## src/rtl/inv_round_key_seq.sv

```systemverilog
`default_nettype none
// ============================================================================
// Module   : inv_round_key_seq
// Brief    : Round-key buffer with reverse-order AddRoundKey for AES decrypt.
//            Keys 0..NR are written in forward order. The stored keys are then
//            applied to a stream of state words in the order NR..0, and the
//            results leave through a registered valid/ready output.
// Options  : KEY_ZEROIZE_EN - adds a zeroize input. It clears the key store
//            and the output data, and returns the stage to EMPTY.
// Revision : 1.0 - initial release
// ============================================================================
module inv_round_key_seq #(
   parameter int NR = 10,   // cipher rounds; NR+1 keys stored, must be <= 15
   parameter int DW = 128   // state / round-key width
) (
   input  logic          clk,
   input  logic          rst,
`ifdef KEY_ZEROIZE_EN
   input  logic          zeroize,
`endif
   input  logic          key_wr_valid,
   input  logic [DW-1:0] key_wr_data,
   output logic          key_ready,
   input  logic          in_valid,
   output logic          in_ready,
   input  logic [DW-1:0] in_data,
   output logic          out_valid,
   input  logic          out_ready,
   output logic [DW-1:0] out_data,
   output logic          out_last,
   output logic [3:0]    out_round
);

   localparam logic [3:0] c_NR_IDX = 4'(NR);

   typedef enum logic [1:0] {
      ST_EMPTY   = 2'd0,
      ST_LOADING = 2'd1,
      ST_READY   = 2'd2
   } state_t;

   state_t          r_state;
   state_t          w_state_nxt;
   logic [3:0]      r_wcnt;
   logic [3:0]      w_wcnt_nxt;
   logic [3:0]      r_rptr;
   logic [3:0]      w_wr_idx;
   logic [DW-1:0]   r_key [0:NR];
   logic            r_out_valid;
   logic [DW-1:0]   r_out_data;
   logic            r_out_last;
   logic [3:0]      r_out_round;
   logic            w_zeroize;
   logic            w_in_ready;
   logic            w_xfer;

`ifdef KEY_ZEROIZE_EN
   assign w_zeroize = zeroize;
`else
   assign w_zeroize = 1'b0;
`endif

   // A load always starts at key[0]. Only a load that is already in
   // progress uses the running write counter.
   assign w_wr_idx = (r_state == ST_LOADING) ? r_wcnt : 4'd0;

   // Accept a word only when the keys are complete and no reload or zeroize
   // is in progress. The output slot must be free or draining this cycle.
   assign w_in_ready = (r_state == ST_READY) && !key_wr_valid && !w_zeroize &&
                       (!r_out_valid || out_ready);
   assign w_xfer     = in_valid && w_in_ready;

   assign in_ready  = w_in_ready;
   assign key_ready = (r_state == ST_READY);
   assign out_valid = r_out_valid;
   assign out_data  = r_out_data;
   assign out_last  = r_out_last;
   assign out_round = r_out_round;

`ifdef KEY_ZEROIZE_EN
   // Key store: cleared by reset and by zeroize, otherwise written in order.
   always_ff @(posedge clk or posedge rst) begin
      if (rst) begin
         for (int i = 0; i <= NR; i++) r_key[i] <= '0;
      end else if (w_zeroize) begin
         for (int i = 0; i <= NR; i++) r_key[i] <= '0;
      end else if (key_wr_valid) begin
         r_key[w_wr_idx] <= key_wr_data;
      end
   end
`else
   // Key store: plain write port. The contents after reset do not matter,
   // because the stage is not ready until a full load has completed.
   always_ff @(posedge clk) begin
      if (key_wr_valid) begin
         r_key[w_wr_idx] <= key_wr_data;
      end
   end
`endif

   // Load state and write counter registers.
   always_ff @(posedge clk or posedge rst) begin
      if (rst) begin
         r_state <= ST_EMPTY;
         r_wcnt  <= 4'd0;
      end else begin
         r_state <= w_state_nxt;
         r_wcnt  <= w_wcnt_nxt;
      end
   end

   // Load sequencing: EMPTY -> LOADING -> READY. Any write while READY
   // restarts the load at key[0].
   always_comb begin
      w_state_nxt = r_state;
      w_wcnt_nxt  = r_wcnt;
      case (r_state)
         ST_EMPTY: begin
            if (key_wr_valid) begin
               w_state_nxt = ST_LOADING;
               w_wcnt_nxt  = 4'd1;
            end
         end
         ST_LOADING: begin
            if (key_wr_valid) begin
               w_wcnt_nxt = r_wcnt + 4'd1;
               if (r_wcnt == c_NR_IDX) begin
                  w_state_nxt = ST_READY;
               end
            end
         end
         ST_READY: begin
            if (key_wr_valid) begin
               w_state_nxt = ST_LOADING;
               w_wcnt_nxt  = 4'd1;
            end
         end
         default: begin
            w_state_nxt = ST_EMPTY;
            w_wcnt_nxt  = 4'd0;
         end
      endcase
      if (w_zeroize) begin
         w_state_nxt = ST_EMPTY;
         w_wcnt_nxt  = 4'd0;
      end
   end

   // Read pointer walks NR..0 and then wraps to NR for the next block. Any
   // key write rewinds it, so a reloaded schedule always starts at key NR.
   always_ff @(posedge clk or posedge rst) begin
      if (rst) begin
         r_rptr <= c_NR_IDX;
      end else if (w_zeroize || key_wr_valid) begin
         r_rptr <= c_NR_IDX;
      end else if (w_xfer) begin
         r_rptr <= (r_rptr == 4'd0) ? c_NR_IDX : (r_rptr - 4'd1);
      end
   end

   // Output register: loaded on a transfer and held while stalled. It
   // empties when the result is taken and no new word replaces it.
   always_ff @(posedge clk or posedge rst) begin
      if (rst) begin
         r_out_valid <= 1'b0;
         r_out_data  <= '0;
         r_out_last  <= 1'b0;
         r_out_round <= 4'd0;
      end else if (w_zeroize) begin
         r_out_valid <= 1'b0;
         r_out_data  <= '0;
         r_out_last  <= 1'b0;
         r_out_round <= 4'd0;
      end else if (w_xfer) begin
         r_out_valid <= 1'b1;
         r_out_data  <= in_data ^ r_key[r_rptr];
         r_out_last  <= (r_rptr == 4'd0);
         r_out_round <= r_rptr;
      end else if (out_ready) begin
         r_out_valid <= 1'b0;
      end
   end

endmodule
`default_nettype wire
```

## config.mk

```make
export PLATFORM = sky130hd
export DESIGN_NAME = inv_round_key_seq
export DESIGN_NICKNAME = d
export VERILOG_FILES = /design/src/rtl/inv_round_key_seq.sv
export SDC_FILE = /design/constraint.sdc
export NUM_CORES = 1
export LEC_CHECK = 0
export CAP_MARGIN = 10
export CORE_ASPECT_RATIO = 1.4
export CORE_UTILIZATION = 55
export CTS_CLUSTER_SIZE = 14
export DETAILED_ROUTE_END_ITERATION = 10
export HOLD_SLACK_MARGIN = 0.02
export PLACE_DENSITY = 0.84
export SLEW_MARGIN = 20
export SYNTH_ARGS = -nofsm -noshare
export SYNTH_HDL_FRONTEND = slang
export SYNTH_SLANG_ARGS = --single-unit
```

## constraint.sdc

```tcl
create_clock -name clk -period 33.4 [get_ports clk]
set_clock_uncertainty 0.2 [all_clocks]
set_input_delay 8.35 -clock clk [delete_from_list [all_inputs] [get_ports clk]]
set_output_delay 8.35 -clock clk [all_outputs]
set_load 0.005 [all_outputs]
```

## Word-level counts from Yosys, hierarchy flattened

Memories as Yosys holds them, arrays and structs flattened.
Index checks and enable logic that the tools add are counted.

| storage, ports and cells | value |
|---|---|
| bits in writable memories | 1408 |
| word-level logic and storage cells | 45 |
| output and inout bits | 136 |
| input bits | 261 |
| flip-flop bits (word level) | 144 |
| memories | 1 |

| operators by class | value |
|---|---|
| reduce and logical (&&, ||, !) cells | 13 |
| eq/ne operators | 6 |
| multiplexer cells | 15 |
| bitwise gates (word level) | 1 |
| add/subtract/negate cells | 2 |

Memories:

| memory | depth | width | read ports | clocked after Yosys merged registers in | write ports | RTL line | RTL |
|---|---|---|---|---|---|---|---|
| r_key | 11 | 128 | 1 | 0 | 1 | 48 | `logic [DW-1:0] r_key [0:NR];` |

Operators by type and width:

| operator | number |
|---|---|
| XOR 128 bit | 1 |
| 2-to-1 mux 4 bit | 6 |
| one-hot mux 4 bit (2 select lines) | 1 |
| 2-to-1 mux 2 bit | 3 |
| adder 4 x 1 -> 4 bit, second input constant | 1 |
| equality test 4 bit, second input constant | 1 |
| zero test 4 bit | 1 |
| 2-to-1 mux 1 bit | 4 |
| inequality test 2 x 1 -> 1 bit, second input constant | 2 |
| one-hot mux 2 bit (2 select lines) | 1 |
| nonzero test 2 bit | 2 |
| subtractor 4 x 1 -> 4 bit, second input constant | 1 |
| logical AND 1 bit | 3 |
| AND reduction 3 bit | 1 |
| equality test 2 x 1 -> 1 bit, second input constant | 1 |
| equality test 2 bit, second input constant | 1 |
| zero test 1 bit | 2 |
| zero test 2 bit | 1 |
| inequality test 2 bit, second input constant | 1 |
| AND reduction 2 bit | 1 |
| OR reduction 2 bit | 1 |
| logical OR 1 bit | 1 |

## Depth between registers and ports, before layout

| depth | value |
|---|---|
| depth after elaboration | 6 |
| gate-level depth with buffers | 9 |
| depth with buffers taken out | 6 |

## Least setup slack after synthesis

OpenSTA, ideal clock, no wires.

| path | value |
|---|---|
| kind | input -> register |
| from | in key_wr_valid |
| to | mem r_key[8][0] (enable) |
| library setup time | 928 ps |
| buffers on the path | 1 |
| cell stages on the path | 5 |
| arrival time | 21126 ps |
| data required time | 32272 ps |
| path slack | 11146 ps |
| cell sequence | clkbuf_1 > inv_1 > nor2_1 > nand2_1 > nor4_1 |

| between the ends | value |
|---|---|
| cells in the longest elaborated chain, start to end | 2 |

Ends and longest elaborated chain:

| what | RTL line | RTL |
|---|---|---|
| start, declared | 21 | `input logic key_wr_valid,` |
| 2-to-1 mux 1 bit | 95 | `if (key_wr_valid) begin` |
| 2-to-1 mux 1 bit (implied by the code) | 96 | `r_key[w_wr_idx] <= key_wr_data;` |
| end, declared | 48 |  |

Every way passes these cells.

## Worst setup path in the final report

| path | value |
|---|---|
| from | in key_wr_valid |
| to | out in_ready |

| between the ends | value |
|---|---|
| cells in the longest elaborated chain, start to end | 3 |

Ends and longest elaborated chain:

| what | RTL line | RTL |
|---|---|---|
| zero test 1 bit | 69 | `assign w_in_ready = (r_state == ST_READY) && !key_wr_valid && !w_zeroize &&` |
| logical AND 1 bit (2 in a row) | 69 |  |
| end, declared | 25 | `output logic in_ready,` |

Every way passes these cells.

==> results.py <==
metrics = {
    "synth": {
        "ys_types": 44,
        "ys_top_cells_by_area": "edfxtp_1 68%, mux2i_1 10%, dfrtp_1 5.7%",
        "synthMostInstantiatedCell": "edfxtp_1",
        "syn_area_um2": 61900,
        "synth-edff-count": 1408,
        "ys.warnings.count": 0,
        "ys.flop_type": "edfxtp_1",
        "async_reset_ff_share_pct": 9.28,
        "ys_ff_latch": 1552,
        "synth_common_cells": "1408 x edfxtp_1, 640 x mux2i_1, 145 x o22ai_1, 143 x nand2_1, 142 x dfrtp_1",
        "syn_inst": 3507,
        "synth_area_per_cell_um2": 17.7,
        "synth_nets": 3771,
        "yosys.area.top_type": "edfxtp_1",
        "yosysTopAreaCellShare_pct": 68.3,
        "ys_seq_area_share_pct": 74.1,
    },
    "placed_design": {
        "place.gp.congestion": 0.783,
        "dp_hpwl_mm": 79.2,
        "numPlacedInstances": 5228,
        "portBuffers": 396,
    },
    "clocking": {
        "cts_buffers": 144,
        "cts_tree": "yes",
        "clockBufferDepth": 3,
        "cts_max_level": 4,
        "post_cts_buffers": 0,
        "clk_pin_slew_ns": 0.06,
        "clock_sinks": 1552,
        "insertion_delay_ns": 0.76,
        "cts_resized": 0,
        "cts_root_buffer": "clkbuf_16",
        "postCtsHoldBufs": 0,
    },
    "sta": {
        "min_period_ns": 18.41,
        "max_freq_mhz": 54.3,
        "hold_viol": 0,
        "finalSetupViolCount": 0,
        "fin_crit_sh_pct": 55.1,
        "rsz0062_at_grt": "no",
        "tightestPinTransition_ns": 1.15,
        "slew_viol_final": 0,
        "slew_headroom_pct": 23.4,
        "tns_ns": 0,
    },
    "worst_setup_path": {
        "worst_path_most_repeated_cell": "clkdlybuf4s50_1",
        "slowest_delay_ns": 0.59,
        "required_ns": 24.85,
        "crit_family": "buffers and inverters",
        "slowest_stage": "clkdlybuf4s50_1",
        "critPathArrivalTime_ns": 9.86,
        "critPathMaxFanout": 9,
        "path_cells": "clkdlybuf4s50_1, nor2_4, and3_1, clkdlybuf4s50_1",
        "criticalPathCategory": "primary input to output pin",
        "start_kind": "primary input",
        "path_buf_inv": 2,
        "cp-end-kind": "output pin",
    },
    "layout": {
        "multiInputGateArea_um2": 15000,
        "layout-drive-gt1-share_pct": 12.6,
        "seq_area_um2": 45900,
        "fillers": 7384,
        "syn_to_final_growth_pct": 16.1,
        "stdcell_count": 5511,
        "layout.nets": 4170,
    },
    "routing": {
        "vias": 34676,
        "viasPerCell": 6.29,
        "drt_wl_total_mm": 147,
        "firstDrtPassIters": 6,
        "ant_nets": 0,
        "drt_iter0_drc": 3040,
        "remaining_drc_errors": 0,
        "wl_per_cell_um": 26.7,
    },
    "global_routing": {
        "grt_pass1_wl_mm": 216,
        "grt_overflow": 0,
        "grt_max_degree": 129,
        "antenna_found_initial": 23,
        "grt_usage_pct": 25.7,
        "grt_pass1_vias": 35620,
    },
    "die": {
        "start_util_pct": 55.5,
        "core_area_um2": 112000,
        "num_io_pins": 397,
        "die_x_um": 286,
        "die_h_um": 399,
        "rows": 145,
        "die_area_um2": 114000,
    },
    "power_and_ir_drop": {
        "power_w": 0.00439,
        "ir_worst_vdd_uv": 56.0,
        "p_leak_nw": 22.0,
        "powerDensity_nw_per_um2": 61.1,
    },
    "job": {
        "drv_cap": 0,
    },
    "min_path": {
        "min_path_type": "register to register",
    },
    "outcome": {
        "status": "finished, final reports clean",
    },
}
final timing paths:
check                               from            end  slack, ns  depth (start not counted)
setup / recovery            key_wr_valid       in_ready      14.99                          4
hold / removal             out_data[110]  out_data[110]       0.28                          2
setup reg to reg               r_rptr[2]   out_data[55]      28.35                          7
hold reg to reg            out_data[110]  out_data[110]       0.28                          2
max in group asynchronous            rst   out_data[32]      23.66                          3
min in group asynchronous            rst   out_data[84]       7.88                          2
layout by cell type, fill, tap and decap left out, types with 5 or more instances in the layout:
master	n
buf_4	52
clkinvlp_4	5
o22ai_2	111
clkbuf_1	50
mux2i_1	640
nand3_1	5
nor2b_1	130
clkinv_2	9
inv_6	7
o31ai_2	119
a211oi_1	128
clkdlybuf4s50_1	396
o31a_1	128
o21ai_0	5
inv_1	5
bufinv_16	5
nand2_1	143
clkbuf_16	150
diode_2	18
dfrtp_1	140
nor4_1	128
clkinv_1	23
buf_12	5
o31ai_1	11
o22ai_1	145
nor2_1	5
edfxtp_1	1408
clkbuf_8	7
nor2_4	8
final cells by class:
type | instances | share of cell area [%]
Sequential cell | 1552 | 63.8
Multi-Input combinational cell | 1743 | 20.9
Timing Repair Buffer | 457 | 6.30
Clock buffer | 207 | 5.62
Tap cell | 1470 | 2.56
Clock inverter | 56 | 0.715
Antenna cell | 18 | 0.0626
Inverter | 8 | 0.0557
power by group:
group / internal [W] / switching, W
logic: 0.000164 / 0.000252
clock network: 0.000887 / 0.000695
registers: 0.00232 / 0.0000695
total: 0.00338 / 0.00102
registers in the layout, indices dropped and copies added (netlist names):
register,cells
r_key,1408
out_data,128
out_round,4
r_rptr,4
r_wcnt,4
r_state,2
out_last,1
out_valid,1
worst min-delay path: cells and delay by family, from the launching register on:
family	cells	cell delay, ns
flops	1	0.34
simple gates	1	0.05
compound gates	1	0.05
routing by layer:
layer / GRT usage (%) / up-vias / routed length (um)
met2: 43.0 / 1610 / 73700
met3: 4.10 / 295 / 10600
met4: 11.0 / 16 / 5020
met5: 0 / - / 104
met1: 33.3 / 17731 / 57700
li1: - / 15024 / -
kinds of logic (layout without fill, tap and decap cells):
kind of cell / count (synthesis) / in the layout / share of synthesized area, %
buffers and inverters: 212 / 728 / 1.80
AND/OR/NAND/NOR: 438 / 438 / 3.85
multiplexers: 642 / 642 / 10.4
other: 0 / 18 / 0
AO/OA/AOI/OAI: 660 / 660 / 9.78
adder cells (fa/ha/maj): 3 / 3 / 0.0606
flip-flops: 1552 / 1552 / 74.1
stage by stage:
step	worst slack [ns]	cell area, um2	util [%]	hold slack, ns
2_1_floorplan	11.15	61900	-	0.270
3_3_place_gp	15.00	67200	60.3	0.266
3_5_place_dp	15.00	67300	60.3	0.269
4_1_cts	14.98	71800	64.4	0.284
5_1_grt	14.89	71900	64.4	0.304
6_report	14.99	71900	64.4	0.277
Power figures use the tool's default switching activity.
